**src/rtl/uart_rx_core.sv**
```systemverilog
// UART receiver: oversampled start detection, LSB-first deserializer, optional parity and stop check.
// Optional build macro UART_RX_MAJORITY_VOTE_EN selects 3-sample majority voting per bit.
//
// state    | meaning
// ---------|--------------------------------------------------------------
// S_IDLE   | line idle; first low cycle latches config and starts a frame
// S_START  | start bit; a high sample aborts the frame as a glitch
// S_DATA   | DATA_WIDTH payload bits shifted in LSB-first
// S_PARITY | parity bit compared, mismatch remembered until frame end
// S_STOP   | stop bit; strobes registered on its last edge
module uart_rx_core #(
  parameter int DATA_WIDTH = 8,
  parameter int PRESC_W    = 6
) (
  input  logic                  CLK,
  input  logic                  RST,
  input  logic                  RX_IN,
  input  logic [PRESC_W-1:0]    Prescale,
  input  logic                  PAR_EN,
  input  logic                  PAR_TYP,
  output logic [DATA_WIDTH-1:0] P_DATA,
  output logic                  data_valid,
  output logic                  par_err,
  output logic                  stp_err
);

  localparam int BCW = (DATA_WIDTH > 1) ? $clog2(DATA_WIDTH) : 1;

  typedef enum logic [2:0] {
    S_IDLE,
    S_START,
    S_DATA,
    S_PARITY,
    S_STOP
  } state_t;

  state_t                  state_q, state_d;
  logic [PRESC_W-1:0]      edge_cnt_q, edge_cnt_d;
  logic [BCW-1:0]          bit_cnt_q, bit_cnt_d;
  logic [DATA_WIDTH-1:0]   shift_q, shift_d;
  logic [PRESC_W-1:0]      presc_q, presc_d;
  logic                    par_en_q, par_en_d;
  logic                    par_typ_q, par_typ_d;
  logic                    par_bad_q, par_bad_d;
  logic                    stop_bad_q, stop_bad_d;
  logic [DATA_WIDTH-1:0]   p_data_q, p_data_d;
  logic                    data_valid_q, data_valid_d;
  logic                    par_err_q, par_err_d;
  logic                    stp_err_q, stp_err_d;

  logic [PRESC_W-1:0]      mid;
  logic [PRESC_W-1:0]      last;
  logic                    bit_end;
  logic                    samp_fire;
  logic                    samp_bit;
  logic                    early_abort;

  assign mid     = presc_q >> 1;
  assign last    = presc_q - PRESC_W'(1);
  assign bit_end = (edge_cnt_q == last);

`ifdef UART_RX_MAJORITY_VOTE_EN
  logic [1:0]         maj_q, maj_d;
  logic [PRESC_W-1:0] mid_m1;
  logic [PRESC_W-1:0] mid_p1;

  assign mid_m1 = mid - PRESC_W'(1);
  assign mid_p1 = mid + PRESC_W'(1);

  always_comb begin
    maj_d = maj_q;
    if (edge_cnt_q == mid_m1) maj_d[0] = RX_IN;
    if (edge_cnt_q == mid)    maj_d[1] = RX_IN;
  end

  always_ff @(posedge CLK or negedge RST) begin
    if (!RST) maj_q <= '0;
    else      maj_q <= maj_d;
  end

  // Vote resolves on the third sample; two early highs already decide a start glitch.
  assign samp_fire   = (edge_cnt_q == mid_p1);
  assign samp_bit    = (maj_q[0] & maj_q[1]) | (maj_q[0] & RX_IN) | (maj_q[1] & RX_IN);
  assign early_abort = (edge_cnt_q == mid) & maj_q[0] & RX_IN;
`else
  assign samp_fire   = (edge_cnt_q == mid);
  assign samp_bit    = RX_IN;
  assign early_abort = 1'b0;
`endif

  always_comb begin
    state_d      = state_q;
    edge_cnt_d   = edge_cnt_q;
    bit_cnt_d    = bit_cnt_q;
    shift_d      = shift_q;
    presc_d      = presc_q;
    par_en_d     = par_en_q;
    par_typ_d    = par_typ_q;
    par_bad_d    = par_bad_q;
    stop_bad_d   = stop_bad_q;
    p_data_d     = p_data_q;
    data_valid_d = 1'b0;
    par_err_d    = 1'b0;
    stp_err_d    = 1'b0;

    if (state_q != S_IDLE) edge_cnt_d = bit_end ? '0 : edge_cnt_q + PRESC_W'(1);

    case (state_q)
      S_IDLE: begin
        // The detecting cycle is edge 0 of the start bit, so the next cycle is edge 1.
        if (!RX_IN) begin
          state_d    = S_START;
          edge_cnt_d = PRESC_W'(1);
          bit_cnt_d  = '0;
          presc_d    = Prescale;
          par_en_d   = PAR_EN;
          par_typ_d  = PAR_TYP;
          par_bad_d  = 1'b0;
          stop_bad_d = 1'b0;
        end
      end
      S_START: begin
        if (early_abort || (samp_fire && samp_bit)) begin
          state_d    = S_IDLE;
          edge_cnt_d = '0;
        end else if (bit_end) begin
          state_d = S_DATA;
        end
      end
      S_DATA: begin
        if (samp_fire) shift_d = {samp_bit, shift_q[DATA_WIDTH-1:1]};
        if (bit_end) begin
          if (bit_cnt_q == BCW'(DATA_WIDTH - 1)) begin
            bit_cnt_d = '0;
            state_d   = par_en_q ? S_PARITY : S_STOP;
          end else begin
            bit_cnt_d = bit_cnt_q + BCW'(1);
          end
        end
      end
      S_PARITY: begin
        if (samp_fire) par_bad_d = (samp_bit != ((^shift_q) ^ par_typ_q));
        if (bit_end)   state_d = S_STOP;
      end
      S_STOP: begin
        if (samp_fire) stop_bad_d = !samp_bit;
        if (bit_end) begin
          state_d = S_IDLE;
          if (par_bad_q || stop_bad_q) begin
            par_err_d = par_bad_q;
            stp_err_d = stop_bad_q;
          end else begin
            data_valid_d = 1'b1;
            p_data_d     = shift_q;
          end
        end
      end
      default: state_d = S_IDLE;
    endcase
  end

  always_ff @(posedge CLK or negedge RST) begin
    if (!RST) begin
      state_q      <= S_IDLE;
      edge_cnt_q   <= '0;
      bit_cnt_q    <= '0;
      shift_q      <= '0;
      presc_q      <= '0;
      par_en_q     <= 1'b0;
      par_typ_q    <= 1'b0;
      par_bad_q    <= 1'b0;
      stop_bad_q   <= 1'b0;
      p_data_q     <= '0;
      data_valid_q <= 1'b0;
      par_err_q    <= 1'b0;
      stp_err_q    <= 1'b0;
    end else begin
      state_q      <= state_d;
      edge_cnt_q   <= edge_cnt_d;
      bit_cnt_q    <= bit_cnt_d;
      shift_q      <= shift_d;
      presc_q      <= presc_d;
      par_en_q     <= par_en_d;
      par_typ_q    <= par_typ_d;
      par_bad_q    <= par_bad_d;
      stop_bad_q   <= stop_bad_d;
      p_data_q     <= p_data_d;
      data_valid_q <= data_valid_d;
      par_err_q    <= par_err_d;
      stp_err_q    <= stp_err_d;
    end
  end

  assign P_DATA     = p_data_q;
  assign data_valid = data_valid_q;
  assign par_err    = par_err_q;
  assign stp_err    = stp_err_q;

endmodule
```
**config.mk**
```make
export PLATFORM = sky130hd
export DESIGN_NAME = uart_rx_core
export DESIGN_NICKNAME = d
export VERILOG_FILES = /design/src/rtl/uart_rx_core.sv
export SDC_FILE = /design/constraint.sdc
export NUM_CORES = 1
export LEC_CHECK = 0
export CAP_MARGIN = 20
export CELL_PAD_IN_SITES_DETAIL_PLACEMENT = 1
export CELL_PAD_IN_SITES_GLOBAL_PLACEMENT = 1
export CORE_MARGIN = 2
export CORE_UTILIZATION = 44
export DETAILED_ROUTE_END_ITERATION = 10
export MAX_ROUTING_LAYER = met4
export PLACE_DENSITY = 0.83
export SETUP_SLACK_MARGIN = 0.4
export SYNTH_ARGS = -nofsm -noshare
export SYNTH_HDL_FRONTEND = slang
export SYNTH_SLANG_ARGS = --single-unit
```
**constraint.sdc**
```tcl
create_clock -name CLK -period 2.8 [get_ports CLK]
set_input_delay 0.28 -clock CLK [delete_from_list [all_inputs] [get_ports CLK]]
set_output_delay 0.28 -clock CLK [all_outputs]
set_load 0.02 [all_outputs]
```
==> qor.yml <==
run_status:
  outcome: "complete, no violations"
drt:
  vias: 1585
  vias_per_cell: 5.76
  initialDrtViolationCount: 59
  detail_route.wirelength_mm: 4.95
  drtAntennaViolNets: 0
  detail_route.drc_violations: 0
  dr.pass1.iters: 4
  route.detailed.wl_per_inst_um: 18.0
floorplan:
  placeableCoreArea_um2: 4660
  die-area_um2: 5310
  start_util: 0.448
  fp-row-count: 25
  number_of_top_level_design_ports: 22
  die_w_um: 72.9
  die-height_um: 72.9
synthesis:
  synth_edf_count: 0
  synth.top_cell.area_share: 0.492
  synth_area_per_cell_um2: 11.0
  yosys_warning_count: 0
  synth.yosys.seq_area_share: 0.492
  synth_xor_area_frac: 0.0966
  netlist.top_cell.by_area: "dfrtp_1"
  post_synth_main_area_contributors: "dfrtp_1 (49%), mux2_2 (11%), xnor2_1 (8.0%), o21ai_0 (3.4%), ha_1 (2.4%)"
  post_synth_and_or_nand_nor_area_fraction: 0.130
  synth.area.mux_share: 0.113
  synth_area_um2: 2090
  combinational_family_with_the_most_area_after_synthesis: "simple AND/OR/NAND/NOR gates"
  synthesis.instances: 189
  synth.ff_latch_count: 41
  synth-main-ff-cell: "dfrtp_1"
  synth_compound_area_frac: 0.115
  synth_nets: 204
  postSynth.asyncResetShare: 1.00
  share_of_synthesized_cell_area_in_full_adder_half_adder_and_majority_cells: 0.0240
  synth.lib_cells_used.distinct: 40
clock_network:
  clock_tree_from_tritoncts: "done"
  path_clk_slew_ns: 0.08
  clock_latency_ns: 0.30
  cts_buffer_depth: 2
  clockRootBuffer: "clkbuf_8"
  cts_max_level: 2
  cts.sink_count: 41
  cts_inserted_buffers: 5
timing:
  finalMaxSlewViolations: 0
  totalNegativeSetupSlack_ns: 0
  unrepaired_setup_endpoints_after_global_routing: "true"
  final.setup.worst_slack_ns: 0.453
  timing.clock.skew_ns: 0.00745
  timing_worst_slew_pin_value_ns: 0.915
  slew_headroom: 0.390
  finalSetupViolations: 0
  timing.fmax_ghz: 0.426
  period_needed_ns: 2.35
  final.period_utilization: 0.838
  final-hold-violation-count: 0
place:
  place.detailed.instances: 261
  gp_routability_congestion: 0.809
  portBuffers: 21
  dp_hpwl_mm: 3.22
  total_cell_area_at_the_placement_stage_um2: 2360
  dpl_worst_slack_ns: 0.211
global_routing:
  grt_util_all_layers: 0.206
  grt_pass1_vias: 1615
  antenna_violations_before_repair: 0
  pin_count_of_the_biggest_net_entering_global_routing: 42
  grt_first_pass_wirelength_mm: 7.89
  total_global_routing_overflow: 0
critical_path:
  timing.critical_path.cells: "inv_1 > ha_2 > o21ba_1 > a221oi_2 > a41oi_2 > or2_4 > nor4_4 > buf_6 > mux2_2"
  worstReg2RegEnd: "P_DATA[7]"
  worst_r2r_path_depth: 9
  worst-r2r-setup-slack_ns: 0.45
  critical_path.endpoint_type: "flop"
  slowest_stage: "dfrtp_1"
  critical_path_buffer_and_inverter_count: 2
  critical_path.startpoint_type: "flop"
  criticalPathCategory: "reg2reg"
  timing.critical_path.max_delay_family: "compound AO/OA/AOI/OAI gates"
  r2r_start: "presc_q[1]"
  slowest_delay_ns: 0.37
  worst_ep_arrival_time_ns: 2.53
  path_max_fanout: 8
  critPathRequiredTime_ns: 2.98
power:
  power.leakage_nw: 1.08
  power_density_nw_per_um2: 893
  vdd_drop_max_mv: 0.624
  report.power.total_mw: 2.26
layout:
  layout.cell_area.non_filler_um2: 2540
  area.sequential_um2: 1030
  multi_input_logic_area_um2: 1040
  drive_gt1_frac: 0.226
  final_cell_mix: "dfrtp_1 (40), mux2_2 (20), clkdlybuf4s50_1 (20)"
  n_antenna_cell: 0
  layout.cells.non_filler: 275
  most_common_library_cell_in_the_layout_ignoring_fill_and_taps: "dfrtp_1"
  filler_cell_count: 486
  area.growth.synth_to_final_pct: 21.7
  number_of_nets_in_the_final_layout: 235
min_path:
  worstHoldPathType: "in2async"
flow_run:
  max_cap_violations: 0
## cell usage after synthesis, types with 4 or more instances
master    number
dfrtp_1       41
mux2_2        20
xnor2_1       19
o21ai_0       14
nand2_1       10
nor2_1         9
nor3_1         7
inv_1          6
nand3_1        6
a21oi_1        5
clkbuf_1       5
ha_1           4
xor2_1         4
## worst max-delay path by stage
stage          depth (start not counted)  slack, ns  startpoint         to
6_report                               9       0.45  presc_q[1]  P_DATA[7]
5_1_grt                                8       0.33  presc_q[0]  P_DATA[7]
3_3_place_gp                           9       0.36  presc_q[0]  P_DATA[1]
3_5_place_dp                           9       0.21  presc_q[1]  P_DATA[7]
2_1_floorplan                          9       0.41  presc_q[0]  P_DATA[0]
4_1_cts                                9       0.43  presc_q[0]  P_DATA[7]
## stage by stage
stage	hold slack, ns	util
floorplan	-0.0156	-
global placement	0.472	0.506
detailed placement	0.469	0.506
CTS	0.143	0.538
global route	0.169	0.544
finish	0.0898	0.544
## worst register-to-register path: cells and delay by family, from the launching register on
kind            cells  cell delay [ns]
fa+ha+maj           1             0.21
flops               1             0.37
compound gates      3             0.58
mux                 1             0.34
buf+inv             2             0.26
simple gates        2             0.48
## flip-flops by register name (all words and copies together) (netlist names), 3 cells and up
signal      count
P_DATA          8
shift_q         8
edge_cnt_q      6
presc_q         6
bit_cnt_q       3
state_q         3
## power breakdown
part,switching [mW],internal (mW)
clock network,0.211,0.172
logic,0.456,0.475
registers,0.229,0.722
## cell type report
type                            count  area share
Clock buffer                        5      0.0271
Multi-Input combinational cell    134       0.411
Inverter                            6     0.00888
Sequential cell                    41       0.405
Timing Repair Buffer               32       0.115
Clock inverter                      3     0.00690
Tap cell                           54      0.0266
## cells by family (layout without fill, tap and decap cells)
group	count (synthesis)	after routing
and+or+nand+nor	50	50
DFF	41	41
AOI/OAI and AO/OA	36	36
xor gates and xnor gates	23	23
muxes	21	21
buffers and inverters	14	46
adders and majority gates	4	4
## per-layer routing
metal	share of wire	vias to the layer above	GRT usage
met2	0.49	35	0.336
met5	0	-	-
met1	0.45	807	0.251
met3	0.036	8	0.0552
li1	-	735	-
met4	0.019	0	0.0617
## timing repair
action | 4_1_cts | 5_1_grt
setup endpoints to repair | 11 | 11
pin swaps | 1 | 2
resized for setup | 5 | 5
setup buffers | 5 | 1
hold buffers | 0 | 0
Note: power is estimated with default switching activity, not from simulation.
